$ cat config.mk
export PLATFORM = sky130hd
export DESIGN_NAME = rou_endpoint
export DESIGN_NICKNAME = d
export VERILOG_FILES = /design/src/rtl/rou_pkg.sv /design/src/rtl/rou_tag_alloc.sv /design/src/rtl/syncfifo.sv /design/src/rtl/rou_endpoint.sv
export SDC_FILE = /design/constraint.sdc
export NUM_CORES = 1
export LEC_CHECK = 0
export CORE_MARGIN = 2
export CORE_UTILIZATION = 35
export CTS_CLUSTER_SIZE = 40
export DETAILED_ROUTE_END_ITERATION = 10
export HOLD_SLACK_MARGIN = 0.03
export SYNTH_ARGS = -nofsm -noshare
export SYNTH_HDL_FRONTEND = slang
export SYNTH_SLANG_ARGS = --single-unit
$ cat constraint.sdc
create_clock -name clk -period 11.35 [get_ports clk]
set_clock_uncertainty 0.1 [all_clocks]
set_input_delay 2.27 -clock clk [delete_from_list [all_inputs] [get_ports clk]]
set_output_delay 2.27 -clock clk [all_outputs]
set_load 0.02 [all_outputs]
$ cat src/rtl/rou_pkg.sv
`default_nettype none
// ============================================================================
// Module   : rou_pkg
// Purpose  : Shared rou message definitions: kind codes, field offsets,
//            byte-count width derivation and message-valid helper.
// Revision : 1.0 - initial release
// ============================================================================
package rou_pkg;

  localparam logic [1:0] KIND_EMPTY = 2'd0;
  localparam logic [1:0] KIND_WRITE = 2'd1;
  localparam logic [1:0] KIND_RDREQ = 2'd2;
  localparam logic [1:0] KIND_RDRSP = 2'd3;

  // Fixed low fields; the wider fields are placed by each user from its widths
  localparam int KIND_LSB = 0;
  localparam int KIND_W   = 2;
  localparam int ADDR_LSB = KIND_LSB + KIND_W;

  // Byte-count width follows the data width
  function automatic int rou_bwid(input int dwid);
    case (dwid)
      512:     return 6;
      256:     return 5;
      128:     return 4;
      64:      return 3;
      default: return 2;
    endcase
  endfunction

  // A message slot carries something whenever its kind is non-empty
  function automatic logic msgValid(input logic [1:0] kind);
    return kind != KIND_EMPTY;
  endfunction

endpackage
`default_nettype wire

$ cat src/rtl/rou_tag_alloc.sv
`default_nettype none
// ============================================================================
// Module   : rou_tag_alloc
// Purpose  : Read-tag occupancy bitmap with lowest-free selection and
//            popcount of allocated tags.
// Revision : 1.0 - initial release
// ============================================================================
module rou_tag_alloc
  import rou_pkg::*;
#(
  parameter int OUTS = 8,
  parameter int TWID = 5
) (
  input  logic                       clk,
  input  logic                       rst_n,
  input  logic                       i_clr,
  input  logic                       i_alloc,
  input  logic                       i_free,
  input  logic [TWID-1:0]            i_free_tag,
  output logic [OUTS-1:0]            o_map,
  output logic                       o_avail,
  output logic [TWID-1:0]            o_free_tag,
  output logic [$clog2(OUTS+1)-1:0]  o_count
);

  localparam int CW = $clog2(OUTS + 1);

  logic [OUTS-1:0] r_map;
  logic [OUTS-1:0] w_set;
  logic [OUTS-1:0] w_clr;
  logic            w_avail;
  logic [TWID-1:0] w_idx;
  logic [CW-1:0]   w_cnt;

  // Lowest clear bit of the registered map; a tag freed this cycle is not seen yet
  always_comb begin
    w_avail = 1'b0;
    w_idx   = '0;
    for (int i = OUTS - 1; i >= 0; i--) begin
      if (!r_map[i]) begin
        w_avail = 1'b1;
        w_idx   = TWID'(i);
      end
    end
  end

  // One-hot set/clear masks for this cycle's allocation and retirement
  always_comb begin
    w_set = '0;
    w_clr = '0;
    for (int i = 0; i < OUTS; i++) begin
      if (i_alloc && w_avail && (w_idx == TWID'(i))) w_set[i] = 1'b1;
      if (i_free && (i_free_tag == TWID'(i)))        w_clr[i] = 1'b1;
    end
  end

  // Number of allocated tags
  always_comb begin
    w_cnt = '0;
    for (int i = 0; i < OUTS; i++) w_cnt = w_cnt + CW'(r_map[i]);
  end

  // Occupancy bitmap
  always_ff @(posedge clk or negedge rst_n) begin
    if (!rst_n)     r_map <= '0;
    else if (i_clr) r_map <= '0;
    else            r_map <= (r_map | w_set) & ~w_clr;
  end

  assign o_map      = r_map;
  assign o_avail    = w_avail;
  assign o_free_tag = w_idx;
  assign o_count    = w_cnt;

endmodule
`default_nettype wire

$ cat src/rtl/syncfifo.sv
`default_nettype none
// ============================================================================
// Module   : syncfifo
// Purpose  : Single-clock FIFO with synchronous clear; head is shown
//            combinationally on o_dout.
// Revision : 1.0 - initial release
// ============================================================================
module syncfifo #(
  parameter int WIDTH = 8,
  parameter int DEPTH = 4
) (
  input  logic             clk,
  input  logic             rst_n,
  input  logic             i_clr,
  input  logic             i_push,
  input  logic [WIDTH-1:0] i_din,
  input  logic             i_pop,
  output logic [WIDTH-1:0] o_dout,
  output logic             o_empty,
  output logic             o_full
);

  localparam int AW = (DEPTH > 1) ? $clog2(DEPTH) : 1;
  localparam int CW = $clog2(DEPTH + 1);

  logic [WIDTH-1:0] r_mem [DEPTH];
  logic [AW-1:0]    r_wptr;
  logic [AW-1:0]    r_rptr;
  logic [CW-1:0]    r_cnt;

  function automatic logic [AW-1:0] f_inc(input logic [AW-1:0] p);
    return (p == AW'(DEPTH - 1)) ? '0 : p + AW'(1);
  endfunction

  // Storage array; contents are don't-care while empty so it carries no reset
  always_ff @(posedge clk) begin
    if (i_push) r_mem[r_wptr] <= i_din;
  end

  // Pointers and occupancy
  always_ff @(posedge clk or negedge rst_n) begin
    if (!rst_n) begin
      r_wptr <= '0;
      r_rptr <= '0;
      r_cnt  <= '0;
    end else if (i_clr) begin
      r_wptr <= '0;
      r_rptr <= '0;
      r_cnt  <= '0;
    end else begin
      if (i_push) r_wptr <= f_inc(r_wptr);
      if (i_pop)  r_rptr <= f_inc(r_rptr);
      case ({i_push, i_pop})
        2'b10:   r_cnt <= r_cnt + CW'(1);
        2'b01:   r_cnt <= r_cnt - CW'(1);
        default: r_cnt <= r_cnt;
      endcase
    end
  end

  assign o_dout  = r_mem[r_rptr];
  assign o_empty = (r_cnt == '0);
  assign o_full  = (r_cnt == CW'(DEPTH));

endmodule
`default_nettype wire

$ cat src/rtl/rou_endpoint.sv
`default_nettype none
// ============================================================================
// Module   : rou_endpoint
// Purpose  : Agent attachment for one rou switch port: packs requests into
//            messages with read-tag allocation, retires read responses.
// Revision : 1.0 - initial release
// ============================================================================
module rou_endpoint
  import rou_pkg::*;
#(
  parameter int DWID   = 128,
  parameter int AWID   = 32,
  parameter int TWID   = 5,
  parameter int BWID   = rou_bwid(DWID),
  parameter int WID    = 2 + DWID + AWID + BWID + TWID,
  parameter int OUTS   = 8,
  parameter int QDEPTH = 4
) (
  input  logic                      clk,
  input  logic                      rst_n,
  input  logic                      softreset,
  input  logic                      req_valid,
  output logic                      req_ready,
  input  logic                      req_write,
  input  logic [AWID-1:0]           req_addr,
  input  logic [DWID-1:0]           req_data,
  input  logic [BWID-1:0]           req_bytes,
  input  logic                      req_seen,
  output logic [TWID-1:0]           req_tag,
  output logic                      rsp_valid,
  input  logic                      rsp_ready,
  output logic [TWID-1:0]           rsp_tag,
  output logic [DWID-1:0]           rsp_data,
  output logic [BWID-1:0]           rsp_bytes,
  output logic [WID-1:0]            rou_in,
  output logic                      rou_in_seen,
  input  logic [2:0]                ack_in,
  input  logic [WID-1:0]            rou_out,
  input  logic                      rou_out_seen,
  output logic [2:0]                ack_out,
  output logic [$clog2(OUTS+1)-1:0] outstanding,
  output logic                      err_badtag,
  output logic                      err_unexpected
);

  localparam int DATA_LSB  = ADDR_LSB + AWID;
  localparam int BYTES_LSB = DATA_LSB + DWID;
  localparam int TAG_LSB   = BYTES_LSB + BWID;
  localparam int RXW       = TWID + DWID + BWID;

  // ---------------- TX path ----------------
  logic [OUTS-1:0] w_map;
  logic            w_avail;
  logic [TWID-1:0] w_free_tag;
  logic            w_tx_empty;
  logic            w_tx_full;
  logic [WID:0]    w_tx_head;
  logic [WID:0]    w_tx_din;
  logic            w_req_fire;
  logic            w_tx_pop;

  assign req_ready  = !w_tx_full && (req_write || w_avail);
  assign req_tag    = req_write ? {TWID{1'b1}} : w_free_tag;
  assign w_req_fire = req_valid && req_ready;
  assign w_tx_pop   = !w_tx_empty && ack_in[0];

  // Seen flag rides above the message; read data is zeroed since it means nothing
  assign w_tx_din = {req_seen, req_tag, req_bytes,
                     (req_write ? req_data : {DWID{1'b0}}), req_addr,
                     (req_write ? KIND_WRITE : KIND_RDREQ)};

  syncfifo #(.WIDTH(WID + 1), .DEPTH(QDEPTH)) u_txq (
    .clk     (clk),
    .rst_n   (rst_n),
    .i_clr   (softreset),
    .i_push  (w_req_fire),
    .i_din   (w_tx_din),
    .i_pop   (w_tx_pop),
    .o_dout  (w_tx_head),
    .o_empty (w_tx_empty),
    .o_full  (w_tx_full)
  );

  assign rou_in      = w_tx_empty ? '0 : w_tx_head[WID-1:0];
  assign rou_in_seen = !w_tx_empty && w_tx_head[WID];

  // ---------------- RX path ----------------
  logic [1:0]      w_rx_kind;
  logic [TWID-1:0] w_rx_tag;
  logic            w_rx_ack;
  logic            w_rx_full;
  logic            w_rx_empty;
  logic            w_rx_push;
  logic            w_tag_hit;
  logic [RXW-1:0]  w_rx_head;
  logic            w_unused;

  assign w_rx_kind = rou_out[KIND_LSB +: KIND_W];
  assign w_rx_tag  = rou_out[TAG_LSB +: TWID];
  // Every non-empty message is taken under the same condition, drops included
  assign w_rx_ack  = msgValid(w_rx_kind) && !w_rx_full;
  assign ack_out   = {2'b00, w_rx_ack};

  // Incoming tag names a currently allocated slot (out-of-range tags never hit)
  always_comb begin
    w_tag_hit = 1'b0;
    for (int i = 0; i < OUTS; i++) begin
      if ((w_rx_tag == TWID'(i)) && w_map[i]) w_tag_hit = 1'b1;
    end
  end

  assign w_rx_push = w_rx_ack && (w_rx_kind == KIND_RDRSP) && w_tag_hit;

  rou_tag_alloc #(.OUTS(OUTS), .TWID(TWID)) u_tags (
    .clk        (clk),
    .rst_n      (rst_n),
    .i_clr      (softreset),
    .i_alloc    (w_req_fire && !req_write),
    .i_free     (w_rx_push),
    .i_free_tag (w_rx_tag),
    .o_map      (w_map),
    .o_avail    (w_avail),
    .o_free_tag (w_free_tag),
    .o_count    (outstanding)
  );

  syncfifo #(.WIDTH(RXW), .DEPTH(QDEPTH)) u_rxq (
    .clk     (clk),
    .rst_n   (rst_n),
    .i_clr   (softreset),
    .i_push  (w_rx_push),
    .i_din   ({w_rx_tag, rou_out[DATA_LSB +: DWID], rou_out[BYTES_LSB +: BWID]}),
    .i_pop   (rsp_valid && rsp_ready),
    .o_dout  (w_rx_head),
    .o_empty (w_rx_empty),
    .o_full  (w_rx_full)
  );

  assign rsp_valid = !w_rx_empty;
  assign {rsp_tag, rsp_data, rsp_bytes} = w_rx_head;

  // Sticky error flags for dropped messages
  logic r_err_badtag;
  logic r_err_unexp;

  always_ff @(posedge clk or negedge rst_n) begin
    if (!rst_n) begin
      r_err_badtag <= 1'b0;
      r_err_unexp  <= 1'b0;
    end else if (softreset) begin
      r_err_badtag <= 1'b0;
      r_err_unexp  <= 1'b0;
    end else begin
      if (w_rx_ack && (w_rx_kind == KIND_RDRSP) && !w_tag_hit)
        r_err_badtag <= 1'b1;
      if (w_rx_ack && ((w_rx_kind == KIND_WRITE) || (w_rx_kind == KIND_RDREQ)))
        r_err_unexp <= 1'b1;
    end
  end

  assign err_badtag     = r_err_badtag;
  assign err_unexpected = r_err_unexp;

  // Address of inbound responses, the inbound seen flag and upper ack bits carry no meaning here
  assign w_unused = ^{rou_out[ADDR_LSB +: AWID], rou_out_seen, ack_in[2:1]};

endmodule
`default_nettype wire
==> After elaboration in Yosys (flattened, before gate mapping) <==
Memories as Yosys holds them, arrays and structs flattened.
Cells that the tools add are included.
{ "totals": {"output_inout_bits": 325, "elab_cells": 182, "ff_bits": 24, "n_memories": 2, "mem_bits_rw": 1236, "in_bits": 346} }
{ "classes": {"eq_ne": 27, "n_bitwise": 3, "n_reduce_logical": 57, "add_sub_neg": 15, "muxes": 69} }
{ "memory_table": {"columns": ["name", "words", "word_bits", "rd", "rd_clocked_by_memory_dff", "wr", "line", "text"], "rows": [
  ["u_txq.r_mem", 4, 172, 1, 0, 1, "syncfifo.sv:26", "logic [WIDTH-1:0] r_mem [DEPTH];"],
  ["u_rxq.r_mem", 4, 137, 1, 0, 1, "syncfifo.sv:26", null]
]} }
{ "op_table": {"columns": ["operator", "n"], "rows": [
  ["171-bit 2-to-1 mux", 1],
  ["128-bit 2-to-1 mux", 1],
  ["1-bit 2-to-1 mux", 40],
  ["1-bit logical AND", 36],
  ["3-bit 2-to-1 mux", 10],
  ["2-bit 2-to-1 mux", 13],
  ["4-bit by 1-bit adder with 4-bit output", 6],
  ["5-bit by 3-bit == test with 1-bit output (second input constant)", 4],
  ["3-bit == test (second input constant)", 6],
  ["2-bit == test (second input constant)", 8],
  ["2-bit nonzero test", 7],
  ["3-bit one-hot mux with 2 select lines", 2],
  ["5-bit by 2-bit == test with 1-bit output (second input constant)", 2],
  ["5-bit zero test", 2],
  ["2-bit by 1-bit adder with 2-bit output (second input constant)", 4],
  ["8-bit bitwise AND", 1],
  ["8-bit 2-to-1 mux", 1],
  ["8-bit NOT", 1],
  ["8-bit OR", 1],
  ["3-bit by 1-bit adder with 3-bit output (second input constant)", 2],
  ["2-bit by 1-bit == test with 1-bit output (second input constant)", 3],
  ["3-bit by 2-bit == test with 1-bit output (second input constant)", 2],
  ["1-bit zero test", 6],
  ["3-bit zero test", 2],
  ["other kinds (7)", 10]
]} }

==> Depth between registers and ports, before layout <==
Gate-level depths: netlist of the first run.
{ "depth": {"ltp_word": 18, "mapped_depth": 12, "depth_no_buf": 10} }

==> Modules after synthesis <==
A second synthesis of the first run with hierarchy kept.
{ "unflattened": {"cells_unflattened": 2154, "area_unflattened_um2": 48704.2} }
{ "modules_own_cells": {"columns": ["module", "n_inst", "area_each_um2", "seq_area_each_um2", "cells_each"], "rows": [
  ["syncfifo (u_txq)", 1, 25415.6, 20835.0, 944],
  ["syncfifo (u_rxq)", 1, 20234.4, 16631.0, 760],
  ["rou_endpoint", 1, 2371.0, 50.0, 380],
  ["rou_tag_alloc", 1, 683.2, 200.2, 70]
]} }

==> Worst setup path before layout of the first run <==
OpenSTA, ideal clock, no wires.
{ "synth_path": {"kind": "input port to flip-flop", "start": "input req_write", "end": "memory u_txq.r_mem[0][100] (netlist bit), enable pin", "stages": 4, "setup_ns": 0.551, "arrival_time_ns": 6.826, "setup_slack_ns": 3.874, "n_path_buf": 1, "t_required_ns": 10.699, "cell_sequence": "clkbuf_1 > o31ai_1 > nor2_1 > and2_1"} }
{ "synth_between": {"elab_chain_cells": 5} }
{ "synth_lines": {"columns": ["item", "line", "text"], "rows": [
  ["start: declaration", "rou_endpoint.sv:24", "input logic req_write,"],
  ["1-bit logical OR", "rou_endpoint.sv:62", "assign req_ready = !w_tx_full && (req_write || w_avail);"],
  ["1-bit logical AND", "rou_endpoint.sv:62", null],
  ["1-bit logical AND", "rou_endpoint.sv:64", "assign w_req_fire = req_valid && req_ready;"],
  ["1-bit 2-to-1 mux", "syncfifo.sv:37", "if (i_push) r_mem[r_wptr] <= i_din;"],
  ["1-bit 2-to-1 mux (not written as such)", "syncfifo.sv:37", null],
  ["end: declaration", "syncfifo.sv:26", null]
]} }
Every way passes these cells.

==> Worst setup path in the final report of the first run <==
{ "layout_path": {"start": "input req_write", "end": "output req_ready"} }
{ "layout_between": {"elab_chain_cells": 2} }
{ "layout_lines": {"columns": ["item", "line", "text"], "rows": [
  ["1-bit logical OR", "rou_endpoint.sv:62", null],
  ["1-bit logical AND", "rou_endpoint.sv:62", null],
  ["end: declaration", "rou_endpoint.sv:23", "output logic req_ready,"]
]} }
Every way passes these cells.

==> results of run 1 <==
-- cells in the mapped netlist, types with 2 or more instances --
cell type / instances
sky130_fd_sc_hd__nand2b_1: 3
sky130_fd_sc_hd__a21oi_1: 19
sky130_fd_sc_hd__edfxtp_1: 1228
sky130_fd_sc_hd__nor3b_1: 2
sky130_fd_sc_hd__clkbuf_1: 69
sky130_fd_sc_hd__or3_1: 2
sky130_fd_sc_hd__mux4_2: 309
sky130_fd_sc_hd__a311oi_1: 4
sky130_fd_sc_hd__nand2_1: 10
sky130_fd_sc_hd__or2_2: 2
sky130_fd_sc_hd__nor2b_1: 4
sky130_fd_sc_hd__mux2i_1: 3
sky130_fd_sc_hd__ha_1: 15
sky130_fd_sc_hd__nor2_1: 20
sky130_fd_sc_hd__buf_2: 21
sky130_fd_sc_hd__fa_1: 6
sky130_fd_sc_hd__nor4_1: 2
sky130_fd_sc_hd__o31ai_1: 2
sky130_fd_sc_hd__nor3_1: 6
sky130_fd_sc_hd__nand4_1: 2
sky130_fd_sc_hd__dfrtp_1: 24
sky130_fd_sc_hd__and2_1: 308
sky130_fd_sc_hd__o2111ai_1: 2
sky130_fd_sc_hd__buf_1: 19
sky130_fd_sc_hd__xnor2_1: 2
sky130_fd_sc_hd__a31oi_1: 3
sky130_fd_sc_hd__o31a_1: 2
sky130_fd_sc_hd__a211oi_1: 3
sky130_fd_sc_hd__inv_1: 22
sky130_fd_sc_hd__o21ai_0: 8
sky130_fd_sc_hd__nand3_1: 3
sky130_fd_sc_hd__nand4b_1: 2
sky130_fd_sc_hd__buf_4: 10
-- registers in the layout (all words and copies together), names as in the netlist --
register        count
err_badtag          1
err_unexpected      1
u_rxq.r_cnt         3
u_rxq.r_mem       548
u_rxq.r_rptr        2
u_rxq.r_wptr        2
u_tags.o_map        8
u_txq.r_cnt         3
u_txq.r_mem       680
u_txq.r_rptr        2
u_txq.r_wptr        2
-- logic make-up (layout without fill, tap and decap cells) --
group	after synthesis	in the layout
compound gates	53	53
xor+xnor	3	3
fa+ha+maj	21	21
buf+inv	142	929
flops	1252	1252
mux	312	312
other cells	1	8
simple gates	372	372
-- worst max-delay path, cell delays in order --
cell and delay, ns:
sky130_fd_sc_hd__buf_4 0.45, sky130_fd_sc_hd__buf_4 0.86, sky130_fd_sc_hd__nor3_1 0.15, sky130_fd_sc_hd__nor2_1 0.17, sky130_fd_sc_hd__clkdlybuf4s50_1 0.82
-- final cells by class --
class | count | area, µm² | area share, %
sequential | 1252 | 37490 | 61.63
multi-input combinational | 763 | 9976 | 16.40
timing repair buffer | 659 | 6604 | 10.86
clock buffer | 172 | 3675 | 6.041
tap | 1781 | 2228 | 3.663
clock inverter | 76 | 758.2 | 1.246
inverter | 22 | 82.58 | 0.1358
antenna | 6 | 15.01 | 0.02468
-- power groups by stage --
stage	logic, W	registers [W]	clock network [W]
floorplan	0.00123	0.00546	0
global placement	0.00221	0.00548	0
detailed placement	0.00223	0.00549	0
CTS	0.00223	0.00540	0.00443
global route	0.00232	0.00541	0.00461
finish	0.00219	0.00539	0.00431
-- final timing paths --
check | startpoint | endpoint | slack, ns | cells past startpoint
worst min-delay path | err_unexpected$_DFFE_PN0P_ | err_unexpected$_DFFE_PN0P_ | 0.43 | 2
min in group asynchronous | rst_n | err_unexpected$_DFFE_PN0P_ | 1.83 | 2
max in group asynchronous | rst_n | u_txq.r_rptr[0]$_DFFE_PN0P_ | 8.93 | 2
worst max-delay path | req_write | req_ready | 4.20 | 5
worst max register to register | u_rxq.r_cnt[1]$_DFFE_PN0P_ | u_rxq.r_mem[3][55]$_DFFE_PP_ | 7.31 | 5
worst min register to register | err_unexpected$_DFFE_PN0P_ | err_unexpected$_DFFE_PN0P_ | 0.43 | 2
-- layer usage --
layer | vias up | GRT usage, %
li1 | 10190 | -
met1 | 12190 | 19.70
met2 | 847 | 24.62
met3 | 205 | 7.925
met4 | 52 | 4.116
met5 | - | 0
-- through the flow --
step	cell area (µm²)	worst slack [ns]	power, W	hold WS, ns	instances
after floorplan	48030	3.874	0.006691	0.4222	2157
after global placement	56380	4.123	0.007684	0.4128	4477
after detailed placement	56380	4.094	0.007718	0.4273	4477
after CTS	60810	4.083	0.01206	0.4417	4725
after global routing	60820	3.990	0.01234	0.4518	4728
final	60830	4.201	0.01189	0.4264	4731
==> flow_summary.yaml, run 1 <==
status:
  status: "finished, final reports clean"
placement:
  place.port_buffers: 633
  gp_routability_congestion: 0.7586
  place.detailed.hpwl_um: 68630
clock_network:
  postCtsHoldBufs: 0
  cts_resized: 0
  numClockSinks: 1252
  cts_tree: "done"
  cts_clk_pin_slew_worst_paths_ns: 0.06
  number_of_buffers_inserted_to_repair_setup_after_cts: 0
  cts-root-buf: "sky130_fd_sc_hd__clkbuf_16"
  clock_insertion_delay_worst_skew_ns: 0.73
  cts_inserted_buffers: 137
  cts_max_level: 4
  clk_path_buf_depth: 3
yosys:
  synthSimpleGateAreaFrac_pct: 4.708
  synthesis.area_um2: 48030
  synth-adder-area-share_pct: 0.6409
  synthCells: 2156
  ys_async_sr_fraction_pct: 1.917
  number_of_synthesized_flops_with_an_enable_pin: 1228
  synth_largest_area_cell: "sky130_fd_sc_hd__edfxtp_1"
  synth-compound-area-share_pct: 0.7164
  yosys-mux-area-fraction_pct: 14.55
  synth-seq-area-share_pct: 78.03
  synth_top_cell_area_share_pct: 76.78
  ys_seq_elements: 1252
  post_synth_xor_area_fraction_pct: 0.08597
  yosysUniqueCellTypes: 52
  syn_area_per_cell_um2: 22.28
  synth_flop_cell: "sky130_fd_sc_hd__edfxtp_1"
  netlist_top_cells_area: "sky130_fd_sc_hd__edfxtp_1 (77%), sky130_fd_sc_hd__mux4_2 (14%), sky130_fd_sc_hd__and2_1 (4.0%)"
  ys_warn_count: 0
  synth_top_family_by_area: "multiplexers"
drt:
  drt-pass1-iter-count: 6
  wirelength_um: 112200
  drt_drc: 0
  detail_route.vias_per_cell: 4.964
  dr.first_iter.drc_count: 1616
  detailed_routed_wire_length_on_met2_um: 52160
  detail-route-antenna-nets: 0
  post_drt_wl_per_cell_um: 23.73
  highest-signal-layer: "met5"
  met3_wirelength_um: 13140
  vias: 23490
  wl_met1_um: 44180
cells_and_area:
  post_route_cells_drive_above_1_share_pct: 18.51
  nNetsFinal: 3202
  final_core_util_pct: 44.79
  syn_to_final_growth_pct: 26.66
  final_cell_mix: "sky130_fd_sc_hd__edfxtp_1 (1228), sky130_fd_sc_hd__clkdlybuf4s50_1 (632), sky130_fd_sc_hd__mux4_2 (309)"
  num-fill-cells: 11480
  most_common_library_cell_in_the_layout_ignoring_fill_and_taps: "sky130_fd_sc_hd__edfxtp_1"
global_route:
  grt_max_degree: 137
  number_of_antenna_violations_at_the_first_check_in_global_routing: 34
  gr-total-overflow: 0
  track_usage_pct: 15.87
  first_global_vias: 24930
  grt_first_pass_wirelength_um: 165200
power_and_ir_drop:
  power.share.combinational_pct: 18.4
  clock_power_share_pct: 36.2
  power_per_unit_of_standard_cell_area_nw_per_um2: 195.4
  pwr-share-seq_pct: 45.4
  power.internal_w: 0.008866
  switching_share_pct: 25.41
  irDropWorstVdd_uv: 129.3
  sw_pwr_w: 0.003021
  static-leakage-power_nw: 19.22
critical_path:
  worst_ep_arrival_time_ns: 4.78
  critPathRequiredTime_ns: 8.98
  path_class: "input port to primary output"
  timing.critical_path.to_type: "primary output"
  critical_path_peak_fanout: 93
  worst_setup_path_start_kind: "input port"
timing:
  fmax_ghz: 0.1399
  max_slew.worst_pin.slew_ns: 1.110
  maxSlewHeadroom_pct: 25.97
  finalHoldViolations: 0
  rsz0062_at_grt: "false"
  post-route-period-util_pct: 62.98
  final_period_minus_worst_setup_slack_ns: 7.149
  timing.final.max_slew_violations: 0
  tns_ns: 0
  setup_viol: 0
die:
  ios: 671
  initial_core_util_pct: 35.36
  die_height_um: 374.4
  floorplan_core_area_um2: 135800
  fp.dieW_um: 374.4
  placement_rows: 135
  fp.dieArea_um2: 140200
run:
  cap_violations: 0
worst_hold_path:
  min-delay-path-class: "flip-flop to flip-flop"
(Power assumes the default switching activity.)
==> run 2, diff against run 1 <==
==> constraint.sdc (replaced) <==
create_clock -name clk -period 6.7 [get_ports clk]
set_clock_uncertainty 0.1 [all_clocks]
set_input_delay 1.34 -clock clk [delete_from_list [all_inputs] [get_ports clk]]
set_output_delay 1.34 -clock clk [all_outputs]
set_load 0.02 [all_outputs]
==> run 2 against run 1 <==
Effect of this change:
- sequential power is 69% higher
- global-route usage rose by 0.34 points
- cell count grew 0.19%
- sequential share of layout area hardly changed
- clock power rose by 62%
- worst hold slack gained 0.020 ns
- highest routed layer unchanged
==> flow_summary.yaml, run 2 (synthesized netlist as in run 1, its figures left out) <==
clock_network:
  cts_inserted_buffers: 136
  postCtsHoldBufs: 0
  cts-root-buf: "sky130_fd_sc_hd__clkbuf_16"
  cts_max_level: 4
  cts_clk_pin_slew_worst_paths_ns: 0.05
  numClockSinks: 1252
  clk_path_buf_depth: 3
  cts_tree: "done"
  cts_resized: 0
  clock_insertion_delay_worst_skew_ns: 0.74
  number_of_buffers_inserted_to_repair_setup_after_cts: 0
drt:
  wirelength_um: 114400
  drt_drc: 0
  post_drt_wl_per_cell_um: 24.13
  dr.first_iter.drc_count: 1743
  drt-pass1-iter-count: 5
  vias: 23670
  detail-route-antenna-nets: 0
  detail_route.vias_per_cell: 4.993
timing:
  layout_setup_ws_ns: 0.9983
  max_slew.worst_pin.slew_ns: 1.091
  final_period_minus_worst_setup_slack_ns: 5.702
  tns_ns: 0
  rsz0062_at_grt: "false"
  post-route-period-util_pct: 85.10
  setup_viol: 0
  timing.final.max_slew_violations: 0
  finalHoldViolations: 0
  maxSlewHeadroom_pct: 27.28
  fmax_ghz: 0.1754
critical_path:
  launching_point_of_the_worst_reg2reg_path: "u_tags.o_map[5]$_DFF_PN0_"
  timing.critical_path.to_type: "primary output"
  regToRegEndpoint: "u_rxq.r_mem[0][119]$_DFFE_PP_"
  worst_ep_arrival_time_ns: 4.26
  crit_path_cells: "ha_1 -> inv_1 -> fa_1 -> fa_1 -> inv_1 -> fa_1 -> inv_1 -> fa_1 -> inv_1 -> clkdlybuf4s50_1"
  path_class: "flip-flop to primary output"
  crit_family: "adder cells"
  timing.critical_path.slowest_stage_cell: "sky130_fd_sc_hd__clkdlybuf4s50_1"
  critical_path_peak_fanout: 7
  reg2reg_setup_slack_ns: 3.44
  reg2reg_depth: 5
  worst_setup_path_start_kind: "flip-flop"
  critPathRequiredTime_ns: 5.26
  critical-path-max-stage-delay_ns: 0.67
  worstPathBufferInverterCount: 5
global_route:
  grt_max_degree: 136
  first_global_vias: 25490
  met2_usage_pct: 25.50
  track_usage_pct: 16.20
  global_route.usage.met3_pct: 7.700
  most_used_layer_global_route: "met2"
  number_of_antenna_violations_at_the_first_check_in_global_routing: 33
  gr-total-overflow: 0
  met1_usage_pct: 19.95
  grt_first_pass_wirelength_um: 168300
die:
  fp.dieW_um: 374.4
  placement_rows: 135
  floorplan_core_area_um2: 135800
  fp.dieArea_um2: 140200
  ios: 671
  initial_core_util_pct: 35.36
  die_height_um: 374.4
cells_and_area:
  seqCellArea_um2: 37490
  design_area_um2: 60860
  largest_register_ff_count: 680
  area_of_the_multi_input_gates_um2: 9976
  most_common_library_cell_in_the_layout_ignoring_fill_and_taps: "sky130_fd_sc_hd__edfxtp_1"
  num-fill-cells: 11490
  top_register: "u_txq.r_mem"
  final_core_util_pct: 44.81
  syn_to_final_growth_pct: 26.71
  nNetsFinal: 3220
  post_route_cells_drive_above_1_share_pct: 18.50
  final_cell_mix: "sky130_fd_sc_hd__edfxtp_1 (1228), sky130_fd_sc_hd__clkdlybuf4s50_1 (632), sky130_fd_sc_hd__mux4_2 (309)"
status:
  status: "finished, final reports clean"
power_and_ir_drop:
  static-leakage-power_nw: 19.21
  irDropWorstVdd_uv: 247.2
  power_per_unit_of_standard_cell_area_nw_per_um2: 326.3
  power_w: 0.01986
placement:
  placement.cell_area_um2: 56690
  place.detailed.hpwl_um: 72100
  place_ws_ns: 1.613
  place.port_buffers: 633
  gp_routability_congestion: 0.7717
worst_hold_path:
  hold_path_depth: 2
  hold-path-endpoint: "err_badtag$_DFFE_PN0P_"
  min-delay-path-class: "flip-flop to flip-flop"
  worstHoldStart: "err_badtag$_DFFE_PN0P_"
run:
  cap_violations: 0
## run 2: cell types whose count changed in the layout (fill, tap and decap cells not counted)
cell and delta:
sky130_fd_sc_hd__buf_4 +6, sky130_fd_sc_hd__buf_12 +13, sky130_fd_sc_hd__clkinvlp_4 -1, sky130_fd_sc_hd__clkinv_2 -7
sky130_fd_sc_hd__inv_6 +5, sky130_fd_sc_hd__clkbuf_16 -5, sky130_fd_sc_hd__diode_2 +2, sky130_fd_sc_hd__clkbuf_1 +6
sky130_fd_sc_hd__clkinv_4 -2, sky130_fd_sc_hd__clkbuf_8 -3, sky130_fd_sc_hd__bufinv_16 -3, sky130_fd_sc_hd__clkinv_8 -2
## run 2: report_power, final
group	internal, W	switching [W]
logic	0.00179	0.00195
clock network	0.00399	0.00299
registers	0.00898	0.000154
## run 2: how the worst max path moves through the flow
stage,depth (start not counted),start,end,slack [ns]
finish,10,u_tags.o_map[0]$_DFF_PN0_,outstanding[1],1.0
floorplan,4,req_write,u_txq.r_mem[1][100]$_DFFE_PP_,0.15
CTS,10,u_tags.o_map[0]$_DFF_PN0_,outstanding[1],0.89
detailed placement,6,rou_out[168],u_rxq.r_mem[0][43]$_DFFE_PP_,1.61
global route,10,u_tags.o_map[0]$_DFF_PN0_,outstanding[1],0.74
global placement,6,rou_out[168],u_rxq.r_mem[0][55]$_DFFE_PP_,1.73
## run 2: cell type report
cell class | count | area share, %
Sequential cell | 1252 | 61.60
Inverter | 22 | 0.1357
Clock buffer | 170 | 5.802
Antenna cell | 8 | 0.03290
Tap cell | 1781 | 3.662
Multi-Input combinational cell | 763 | 16.39
Clock inverter | 66 | 1.018
Timing Repair Buffer | 678 | 11.35
## run 2: routing by layer
layer	vias to the layer above	routed length [µm]
li1	10210	-
met1	12330	45360
met2	871	53770
met3	209	12580
met4	48	2328
met5	-	319
## run 2: worst register-to-register path, cell delays in order, from the launching register on
cell and delay (ns):
sky130_fd_sc_hd__dfrtp_1 0.50, sky130_fd_sc_hd__mux4_2 0.29, sky130_fd_sc_hd__a22o_1 0.35, sky130_fd_sc_hd__and3_1 0.47, sky130_fd_sc_hd__and2_4 0.76, sky130_fd_sc_hd__buf_4 0.46
## run 2: stage by stage
step	hold WS, ns	std cells
after floorplan	0.4222	2157
after global placement	0.4379	4496
after detailed placement	0.4494	4496
after CTS	0.4618	4732
after global routing	0.4679	4736
final	0.4468	4740
==> run 3, diff against run 2 <==
--- a/config.mk
+++ b/config.mk
@@ -5,6 +5,7 @@
 export SDC_FILE = /design/constraint.sdc
 export NUM_CORES = 1
 export LEC_CHECK = 0
+export ABC_AREA = 1
 export CORE_MARGIN = 2
 export CORE_UTILIZATION = 35
 export CTS_CLUSTER_SIZE = 40
@@ -13,3 +14,4 @@
 export SYNTH_ARGS = -nofsm -noshare
 export SYNTH_HDL_FRONTEND = slang
 export SYNTH_SLANG_ARGS = --single-unit
+export TNS_END_PERCENT = 50
==> run 3 against run 2 <==
Effect of this change:
- cell count is 36% higher
- routed wire length grew 16%
- utilization decreased by 0.37 points
- critical path depth unchanged
- fmax is 3.9% higher
- combinational power rose by 130%
- total power is 28% higher
- critical path type unchanged
- worst setup slack improved by 0.21 ns
- non-clock buffer count is 13 higher
- sequential share of layout area down 1.2 points
==> flow_summary.yaml, run 3 <==
yosys:
  number_of_synthesized_flops_with_an_enable_pin: 1228
  syn_area_per_cell_um2: 12.72
  ys_warn_count: 0
  ys_seq_elements: 1252
  synth.top_cells.by_count: "sky130_fd_sc_hd__edfxtp_1 (1228), sky130_fd_sc_hd__nor2_1 (981), sky130_fd_sc_hd__o21ai_0 (624), sky130_fd_sc_hd__a21oi_1 (178), sky130_fd_sc_hd__inv_1 (177)"
  synth_top_cell_area_share_pct: 74.94
  synth_flop_cell: "sky130_fd_sc_hd__edfxtp_1"
  ys_async_sr_fraction_pct: 1.917
  synth-seq-area-share_pct: 76.16
  synthesis.area_um2: 49210
  yosysUniqueCellTypes: 34
  synthCells: 3870
  synth_largest_area_cell: "sky130_fd_sc_hd__edfxtp_1"
  netlist_top_cells_area: "sky130_fd_sc_hd__edfxtp_1 (75%), sky130_fd_sc_hd__nor2_1 (7.5%), sky130_fd_sc_hd__o21ai_0 (6.3%)"
  yosysMostFrequentCell: "sky130_fd_sc_hd__edfxtp_1"
drt:
  drt-pass1-iter-count: 5
  wirelength_um: 132900
  post_drt_wl_per_cell_um: 20.60
  dr.first_iter.drc_count: 2439
  detail_route.vias_per_cell: 4.895
  detail-route-antenna-nets: 0
  vias: 31570
  drt_drc: 0
cells_and_area:
  final_core_util_pct: 44.45
  final_cell_mix: "sky130_fd_sc_hd__edfxtp_1 (1228), sky130_fd_sc_hd__nor2_1 (973), sky130_fd_sc_hd__clkdlybuf4s50_1 (632)"
  nNetsFinal: 4818
  syn_to_final_growth_pct: 26.03
  num-fill-cells: 12660
  most_common_library_cell_in_the_layout_ignoring_fill_and_taps: "sky130_fd_sc_hd__edfxtp_1"
  largest_register_ff_count: 680
  post_route_cells_drive_above_1_share_pct: 6.208
  top_register: "u_txq.r_mem"
timing:
  maxSlewHeadroom_pct: 26.27
  timing.final.max_slew_violations: 0
  final_period_minus_worst_setup_slack_ns: 5.487
  rsz0062_at_grt: "false"
  max_slew.worst_pin.slew_ns: 1.106
  setup_viol: 0
  hold_worst_slack_ns: 0.4280
  finalHoldViolations: 0
  post-route-period-util_pct: 81.89
  fmax_ghz: 0.1823
  layout_setup_ws_ns: 1.213
clock_network:
  cts_tree: "done"
  postCtsHoldBufs: 0
  numClockSinks: 1252
  cts-root-buf: "sky130_fd_sc_hd__clkbuf_16"
  cts_max_level: 4
  clk_path_buf_depth: 3
  cts_inserted_buffers: 136
  cts_clk_pin_slew_worst_paths_ns: 0.06
  number_of_buffers_inserted_to_repair_setup_after_cts: 0
  clock_insertion_delay_worst_skew_ns: 0.76
  cts_resized: 0
die:
  fp.dieW_um: 379.0
  floorplan_core_area_um2: 139500
  fp.dieArea_um2: 143600
  ios: 671
  initial_core_util_pct: 35.27
  placement_rows: 137
  die_height_um: 379.0
critical_path:
  path_class: "flip-flop to primary output"
  launching_point_of_the_worst_reg2reg_path: "u_tags.o_map[3]$_DFF_PN0_"
  worst_setup_path_start_kind: "flip-flop"
  reg2reg_setup_slack_ns: 3.83
  reg2reg_depth: 6
  critPathRequiredTime_ns: 5.26
  critical_path_peak_fanout: 5
  worst_ep_arrival_time_ns: 4.05
  regToRegEndpoint: "u_txq.r_mem[1][110]$_DFFE_PP_"
  timing.critical_path.to_type: "primary output"
status:
  status: "finished, final reports clean"
global_route:
  gr-total-overflow: 0
  first_global_vias: 30280
  grt_first_pass_wirelength_um: 193000
  track_usage_pct: 17.88
  number_of_antenna_violations_at_the_first_check_in_global_routing: 45
  grt_max_degree: 181
placement:
  place.port_buffers: 633
  place_ws_ns: 1.989
  place.detailed.hpwl_um: 79200
  gp_routability_congestion: 0.7879
run:
  cap_violations: 0
power_and_ir_drop:
  static-leakage-power_nw: 21.45
  power_per_unit_of_standard_cell_area_nw_per_um2: 410.4
  irDropWorstVdd_uv: 298.2
worst_hold_path:
  min-delay-path-class: "flip-flop to flip-flop"
  hold-path-endpoint: "err_unexpected$_DFFE_PN0P_"
  worstHoldStart: "err_unexpected$_DFFE_PN0P_"
  hold_path_depth: 2
-- run 3: cell types whose count changed after synthesis, sizes merged, moves of 4 or more --
cell    before  now
o22ai        1  137
and2       308    0
clkbuf      69  162
nand2       10  178
nand4        2   14
a21oi       19  178
mux4       309    0
a311oi       4    0
nand3        3   21
o21ai        8  633
nor2        20  984
buf         51   87
inv         22  184
nor2b        4    0
-- run 3: routing by layer --
metal / up-vias / global-route usage (%) / part of all wire (%)
met5: - / 0 / 0.30
met4: 60 / 5.878 / 2.6
met3: 229 / 7.852 / 11
met2: 1022 / 27.28 / 44
met1: 15330 / 22.71 / 41
li1: 14940 / - / -
-- run 3: worst max-delay path by stage --
| stage | startpoint | to | slack, ns | cells after the start |
|---|---|---|---|---|
| 2_1_floorplan | req_write | u_txq.r_mem[0][100]$_DFFE_PP_ | -2.82 | 4 |
| 4_1_cts | u_tags.o_map[1]$_DFF_PN0_ | outstanding[1] | 1.11 | 10 |
| 3_5_place_dp | u_tags.o_map[1]$_DFF_PN0_ | outstanding[1] | 1.99 | 10 |
| 3_3_place_gp | u_tags.o_map[1]$_DFF_PN0_ | outstanding[1] | 2.00 | 10 |
| 6_report | u_tags.o_map[1]$_DFF_PN0_ | outstanding[1] | 1.21 | 10 |
| 5_1_grt | u_tags.o_map[1]$_DFF_PN0_ | outstanding[1] | 1.06 | 10 |
-- run 3: worst max-delay path, cell delays in order (launching register included) --
cell,delay (ns)
sky130_fd_sc_hd__dfrtp_1,0.44
sky130_fd_sc_hd__ha_1,0.30
sky130_fd_sc_hd__inv_1,0.04
sky130_fd_sc_hd__fa_1,0.45
sky130_fd_sc_hd__fa_1,0.49
sky130_fd_sc_hd__inv_1,0.05
sky130_fd_sc_hd__fa_1,0.38
sky130_fd_sc_hd__inv_1,0.09
sky130_fd_sc_hd__fa_1,0.39
sky130_fd_sc_hd__inv_1,0.06
sky130_fd_sc_hd__clkdlybuf4s50_1,0.59
-- run 3: cell families after synthesis --
family          after synthesis  synth area share (%)
compound gates              954                 10.12
simple gates               1205                 9.423
xor+xnor                      3               0.05341
flops                      1252                 76.16
buf+inv                     434                 3.608
fa+ha+maj                    21                0.6255
other cells                   1              0.007621
-- run 3: metrics by stage --
step	cells	setup TNS, ns	total power [W]	instance area (µm²)
final	6450	0	0.02545	62020
after global routing	6438	0	0.02667	61990
after CTS	6435	0	0.02573	61980
after detailed placement	6189	0	0.01837	57600
after global placement	6189	0	0.01833	57600
after floorplan	3871	-2993.34	0.01431	49210
-- run 3: report_power, final --
| part | internal [W] | switching, W |
|---|---|---|
| logic | 0.00308 | 0.00554 |
| clock network | 0.00417 | 0.00314 |
| registers | 0.00927 | 0.000259 |
-- run 3: final cells by class --
cell class	instances	area [µm²]	share of cell area, %
Sequential cell	1252	37490	60.45
Antenna cell	15	37.54	0.06053
Timing Repair Buffer	691	7019	11.32
Clock buffer	167	3541	5.710
Multi-Input combinational cell	2185	10020	16.16
Inverter	185	721.9	1.164
Clock inverter	79	839.6	1.354
Tap cell	1876	2347	3.785
